===== config.mk =====
export PLATFORM = sky130hd
export DESIGN_NAME = alu_result_stage
export DESIGN_NICKNAME = d
export VERILOG_FILES = /design/src/rtl/alu_pkg.sv /design/src/rtl/alu_wait_timer.sv /design/src/rtl/alu_result_stage.sv
export SDC_FILE = /design/constraint.sdc
export NUM_CORES = 1
export LEC_CHECK = 0
export CORE_MARGIN = 5
export CORE_UTILIZATION = 35
export CTS_BUF_LIST = sky130_fd_sc_hd__clkbuf_16
export DETAILED_ROUTE_END_ITERATION = 16
export GPL_TIMING_DRIVEN = 0
export PLACE_DENSITY = 0.76
export SLEW_MARGIN = 20
export SYNTH_ARGS = -nofsm -noshare
export SYNTH_HDL_FRONTEND = slang
export SYNTH_SLANG_ARGS = --single-unit
export TNS_END_PERCENT = 10

===== constraint.sdc =====
create_clock -name CLK -period 2.8 [get_ports CLK]
set_input_delay 0.56 -clock CLK [delete_from_list [all_inputs] [get_ports CLK]]
set_output_delay 0.56 -clock CLK [all_outputs]
set_load 0.05 [all_outputs]

===== src/rtl/alu_pkg.sv =====
// Shared ALU definitions: FSM state encoding, functional-unit indices, default width.
// Latency: n/a (constants only).
// Backpressure: n/a.
package alu_pkg;

    localparam int ALU_DATA_W = 8;

    // Result-stage FSM encoding
    localparam logic [0:0] ST_IDLE = 1'b0;
    localparam logic [0:0] ST_WAIT = 1'b1;

    // Functional-unit positions on the result bus
    localparam int SEL_FWD   = 0;
    localparam int SEL_ADD   = 1;
    localparam int SEL_AND   = 2;
    localparam int SEL_OR    = 3;
    localparam int SEL_MUL   = 4;
    localparam int SEL_SHIFT = 5;

endpackage


===== src/rtl/alu_wait_timer.sv =====
// Clear/enable up-counter that flags when TIMEOUT-1 has been reached.
// Latency: tc is combinational from the registered count; count updates on the next edge.
// Backpressure: none; holds at terminal count until cleared or reset.
//
// Ports: clk, reset (sync, active-high), clr (load zero), en (count), tc (count == TIMEOUT-1).
module alu_wait_timer #(
    parameter int TIMEOUT = 15
) (
    input  logic clk,
    input  logic reset,
    input  logic clr,
    input  logic en,
    output logic tc
);

    localparam int CNT_W = (TIMEOUT > 1) ? $clog2(TIMEOUT) : 1;

    logic [CNT_W-1:0] wait_cnt;

    assign tc = (wait_cnt == CNT_W'(TIMEOUT - 1));

    always_ff @(posedge clk) begin
        if (reset) begin
            wait_cnt <= '0;
        end else if (clr) begin
            wait_cnt <= '0;
        end else if (en && !tc) begin
            wait_cnt <= wait_cnt + 1'b1;
        end
    end

endmodule


===== src/rtl/alu_result_stage.sv =====
// Registered ALU result select: picks one of NUM_UNITS unit results by SEL, flags zero/error.
// Latency: 1 cycle for ready units; k+2 cycles when the selected unit's done first rises in WAIT cycle k.
// Backpressure: BUSY is high while waiting on a multi-cycle unit; START is ignored until it drops.
//
// Ports: CLK, RESET (sync, active-high), START/SEL issue, IN_BUS (unit i at [i*DATA_W +: DATA_W]),
//        UNIT_DONE per unit; OUT/ZERO registered result, OUT_VALID/ERR completion pulses, BUSY.
// Build option: define ALU_RESULT_TIMEOUT_EN to abort a WAIT with ERR after TIMEOUT cycles.
module alu_result_stage
    import alu_pkg::*;
#(
    parameter int DATA_W    = ALU_DATA_W,
    parameter int NUM_UNITS = 8,
    parameter int SEL_W     = 3,
    parameter int TIMEOUT   = 15
) (
    input  logic                        CLK,
    input  logic                        RESET,
    input  logic                        START,
    input  logic [SEL_W-1:0]            SEL,
    input  logic [NUM_UNITS*DATA_W-1:0] IN_BUS,
    input  logic [NUM_UNITS-1:0]        UNIT_DONE,
    output logic [DATA_W-1:0]           OUT,
    output logic                        OUT_VALID,
    output logic                        ZERO,
    output logic                        BUSY,
    output logic                        ERR
);

    logic [0:0]       state;
    logic [SEL_W-1:0] sel_q;

    logic [SEL_W-1:0]  act_sel;
    logic [DATA_W-1:0] act_slice;
    logic              act_done;
    logic              sel_legal;
    logic              timeout_hit;

    // In IDLE the live SEL drives the mux; in WAIT the latched index does,
    // so SEL wiggles and unrelated done flags during a wait have no effect.
    always_comb begin
        act_sel   = (state == ST_IDLE) ? SEL : sel_q;
        act_slice = '0;
        act_done  = 1'b0;
        for (int i = 0; i < NUM_UNITS; i++) begin
            if (32'(act_sel) == i) begin
                act_slice = IN_BUS[i*DATA_W +: DATA_W];
                act_done  = UNIT_DONE[i];
            end
        end
    end

    // Out-of-range selects take a defined error path instead of muxing X.
    assign sel_legal = (32'(SEL) < NUM_UNITS);

`ifdef ALU_RESULT_TIMEOUT_EN
    logic timer_clr;
    logic timer_en;
    logic timer_tc;

    assign timer_clr = (state == ST_IDLE) && START && sel_legal && !act_done;
    assign timer_en  = (state == ST_WAIT) && !act_done;

    alu_wait_timer #(
        .TIMEOUT (TIMEOUT)
    ) u_wait_timer (
        .clk   (CLK),
        .reset (RESET),
        .clr   (timer_clr),
        .en    (timer_en),
        .tc    (timer_tc)
    );

    assign timeout_hit = (state == ST_WAIT) && !act_done && timer_tc;
`else
    // No abort path: a wait lasts until done or RESET.
    wire timeout_unused = (TIMEOUT > 0);
    assign timeout_hit = 1'b0;
`endif

    assign BUSY = (state == ST_WAIT);

    always_ff @(posedge CLK) begin
        if (RESET) begin
            state     <= ST_IDLE;
            sel_q     <= '0;
            OUT       <= '0;
            ZERO      <= 1'b1;
            OUT_VALID <= 1'b0;
            ERR       <= 1'b0;
        end else begin
            OUT_VALID <= 1'b0;
            ERR       <= 1'b0;
            case (state)
                ST_IDLE: begin
                    if (START) begin
                        if (!sel_legal) begin
                            // OUT/ZERO keep the last good result
                            OUT_VALID <= 1'b1;
                            ERR       <= 1'b1;
                        end else if (act_done) begin
                            OUT       <= act_slice;
                            ZERO      <= (act_slice == '0);
                            OUT_VALID <= 1'b1;
                        end else begin
                            sel_q <= SEL;
                            state <= ST_WAIT;
                        end
                    end
                end
                ST_WAIT: begin
                    if (act_done) begin
                        OUT       <= act_slice;
                        ZERO      <= (act_slice == '0);
                        OUT_VALID <= 1'b1;
                        state     <= ST_IDLE;
                    end else if (timeout_hit) begin
                        OUT_VALID <= 1'b1;
                        ERR       <= 1'b1;
                        state     <= ST_IDLE;
                    end
                end
                default: state <= ST_IDLE;
            endcase
        end
    end

endmodule


==> impl_metrics.json <==
{
  "setup_viol": 0,
  "finalWorstSetupSlack_ps": 161,
  "power.density_nw_per_um2": 427,
  "ioPinCount": 90,
  "routed_via_density": 5.30,
  "synthArstFlopShare_pct": 0,
  "crit_type": "input port to flop",
  "antenna_found_initial": 0,
  "num_vias": 1563,
  "tightest_slew_ps": 650,
  "fin_hold_ws_ps": 482,
  "htree_levels": 1,
  "max_cap_viol_count": 0,
  "gp_congestion": 0.840,
  "grt_pass1_wl_mm": 7.17,
  "cts-root-buf": "clkbuf_16",
  "combPwrFrac_pct": 49.9,
  "cts_tree": "done",
  "max_freq_mhz": 379,
  "slew_viol_final": 0,
  "antennaDiodeCount": 0,
  "ys.flop_type": "dfxtp_1",
  "final_util_pct": 63.7,
  "final_common_cell": "clkdlybuf4s50_1",
  "postPlaceCellArea_um2": 2240,
  "dieArea_um2": 5050,
  "synth_seq_cells": 14,
  "wirelength_mm": 4.52,
  "clkPwrFrac_pct": 25.9,
  "synth_enable_flop_cells": 0,
  "hold_violations": 0,
  "final_cell_mix": "clkdlybuf4s50_1, mux2i_1, dfxtp_1",
  "drive_gt1_share_pct": 8.50,
  "ys_types": 36,
  "fin_crit_ps": 2640,
  "clk_latency_ps": 240,
  "synth-seq-area-share_pct": 21.5,
  "multiInputGateArea_um2": 960,
  "worst-path-max-fanout": 19,
  "required_ps": 2960,
  "start_kind": "input port",
  "groute.usage.overall_pct": 17.6,
  "syn_area_um2": 1300,
  "fin_worst_skew_ps": 0.726,
  "initial_utilization_pct": 35.9,
  "area_delta_synth_final_pct": 77.5,
  "netlist_instances": 157,
  "p_int_uw": 656,
  "swShare_pct": 33.7,
  "place.port_buffers": 88,
  "dp_hpwl_mm": 3.78,
  "final_area_um2": 2310,
  "fin_nets": 327,
  "switching_power_uw": 333,
  "hold_class": "flop to flop",
  "outcome": "finished, final reports clean",
  "cts_buffer_depth": 2,
  "p_leak_uw": 0.000856,
  "drc": 0,
  "ant_nets": 0,
  "dr.pass1.iters": 5,
  "n_fill_cell": 348,
  "grt_max_degree": 11,
  "die_w_um": 71.0,
  "instances_no_fill": 295,
  "fp.dieH_um": 71.0,
  "drtIter0Drc": 66,
  "clk_transition_reported_paths_ps": 40,
  "peakVddDrop_mv": 0.214,
  "avgSynthCellArea_um2": 8.30,
  "wire_per_inst_um": 15.3,
  "yosysWarnings": 0,
  "cts_buffers": 3,
  "placed_cells": 293,
  "maxSlewHeadroom_pct": 55.5,
  "seqPwrFrac_pct": 24.2,
  "row_count": 22,
  "rsz0062_at_grt": "no",
  "syn_nets": 235,
  "cp-end-kind": "flop",
  "cp_data_arrival_time_ps": 2800,
  "grt_pass1_vias": 1534,
  "core_um2": 3630,
  "regArea_um2": 280,
  "fin_crit_sh_pct": 94.2,
  "cts_sinks": 14,
  "grt_overflow": 0,
  "dp_slack_ps": -99.3
}
-- layout make-up --
cell class / count / share of cell area, %
well taps: 48 / 2.59
plain buffers: 10 / 2.38
clock buffers: 3 / 3.24
repair buffers: 88 / 38.1
flip-flops and latches: 14 / 12.1
inverters: 1 / 0.162
multi-input cells: 131 / 41.5
-- synthesized netlist by cell type (all sizes together) (4+ instances only) --
cell type / instances / area share (%)
mux2i: 18 / 15
dfxtp: 14 / 21
nand2: 13 / 3.7
nor2: 13 / 3.7
o21ai: 13 / 5.0
nand3: 11 / 4.2
a21oi: 9 / 3.5
buf: 8 / 3.7
a211oi: 6 / 3.5
a221oi: 6 / 4.0
mux4: 6 / 10
nor2b: 4 / 1.9
o211ai: 4 / 2.3
-- logic make-up (layout without fill, tap and decap cells) --
| logic type | after synthesis | count (layout) | share of synthesized area (%) |
|---|---|---|---|
| flops | 14 | 14 | 21.5 |
| other cells | 1 | 1 | 0.288 |
| mux | 27 | 27 | 28.0 |
| buf+inv | 12 | 102 | 4.89 |
| compound gates | 48 | 48 | 24.6 |
| simple gates | 55 | 55 | 20.7 |
-- worst max-delay path, stage by stage --
cell	delay, ps
clkdlybuf4s50_1	600
mux2_4	230
buf_6	220
mux4_2	510
mux2i_1	220
nand2_1	80
nand4bb_1	190
o211ai_1	170
-- per-stage QoR --
stage	TNS, ps	power, uW
detailed placement	-136	736
finish	0	988
global placement	-167	730
CTS	0	996
floorplan	0	534
global route	0	1040
-- per-layer routing --
layer / up-vias / wire (um) / track usage (%)
met2: 68 / 2230 / 31.5
met1: 702 / 1860 / 20.7
met5: - / 0 / 0
met4: 0 / 41 / 5.01
met3: 4 / 389 / 4.26
li1: 789 / - / -
-- path summary, 6_finish.rpt --
| kind | endpoint | depth (start not counted) | slack (ps) | startpoint |
|---|---|---|---|---|
| max | ZERO | 8 | 160 | SEL[0] |
| min | OUT[1] | 2 | 480 | OUT[1] |
| max reg2reg | OUT[2] | 8 | 410 | BUSY |
| min reg2reg | OUT[1] | 2 | 480 | OUT[1] |
-- power by group through the flow --
stage                     clock network (uW)  logic (uW)  registers, uW
after floorplan                            0         223            311
after global placement                     0         489            242
after detailed placement                   0         494            242
after CTS                                260         497            239
after global routing                     271         529            242
final                                    256         493            239
-- sequential cells by signal, summed over array words and instances (netlist names) --
register / flops
OUT_VALID: 1
BUSY: 1
ZERO: 1
OUT: 8
sel_q: 3
-- what timing repair did --
action | in CTS | in global routing
hold buffers | 0 | 0
gates resized for setup | 0 | 0
buffers inserted | 0 | 0
setup endpoints to repair | 0 | 1
(Power assumes the default switching activity.)
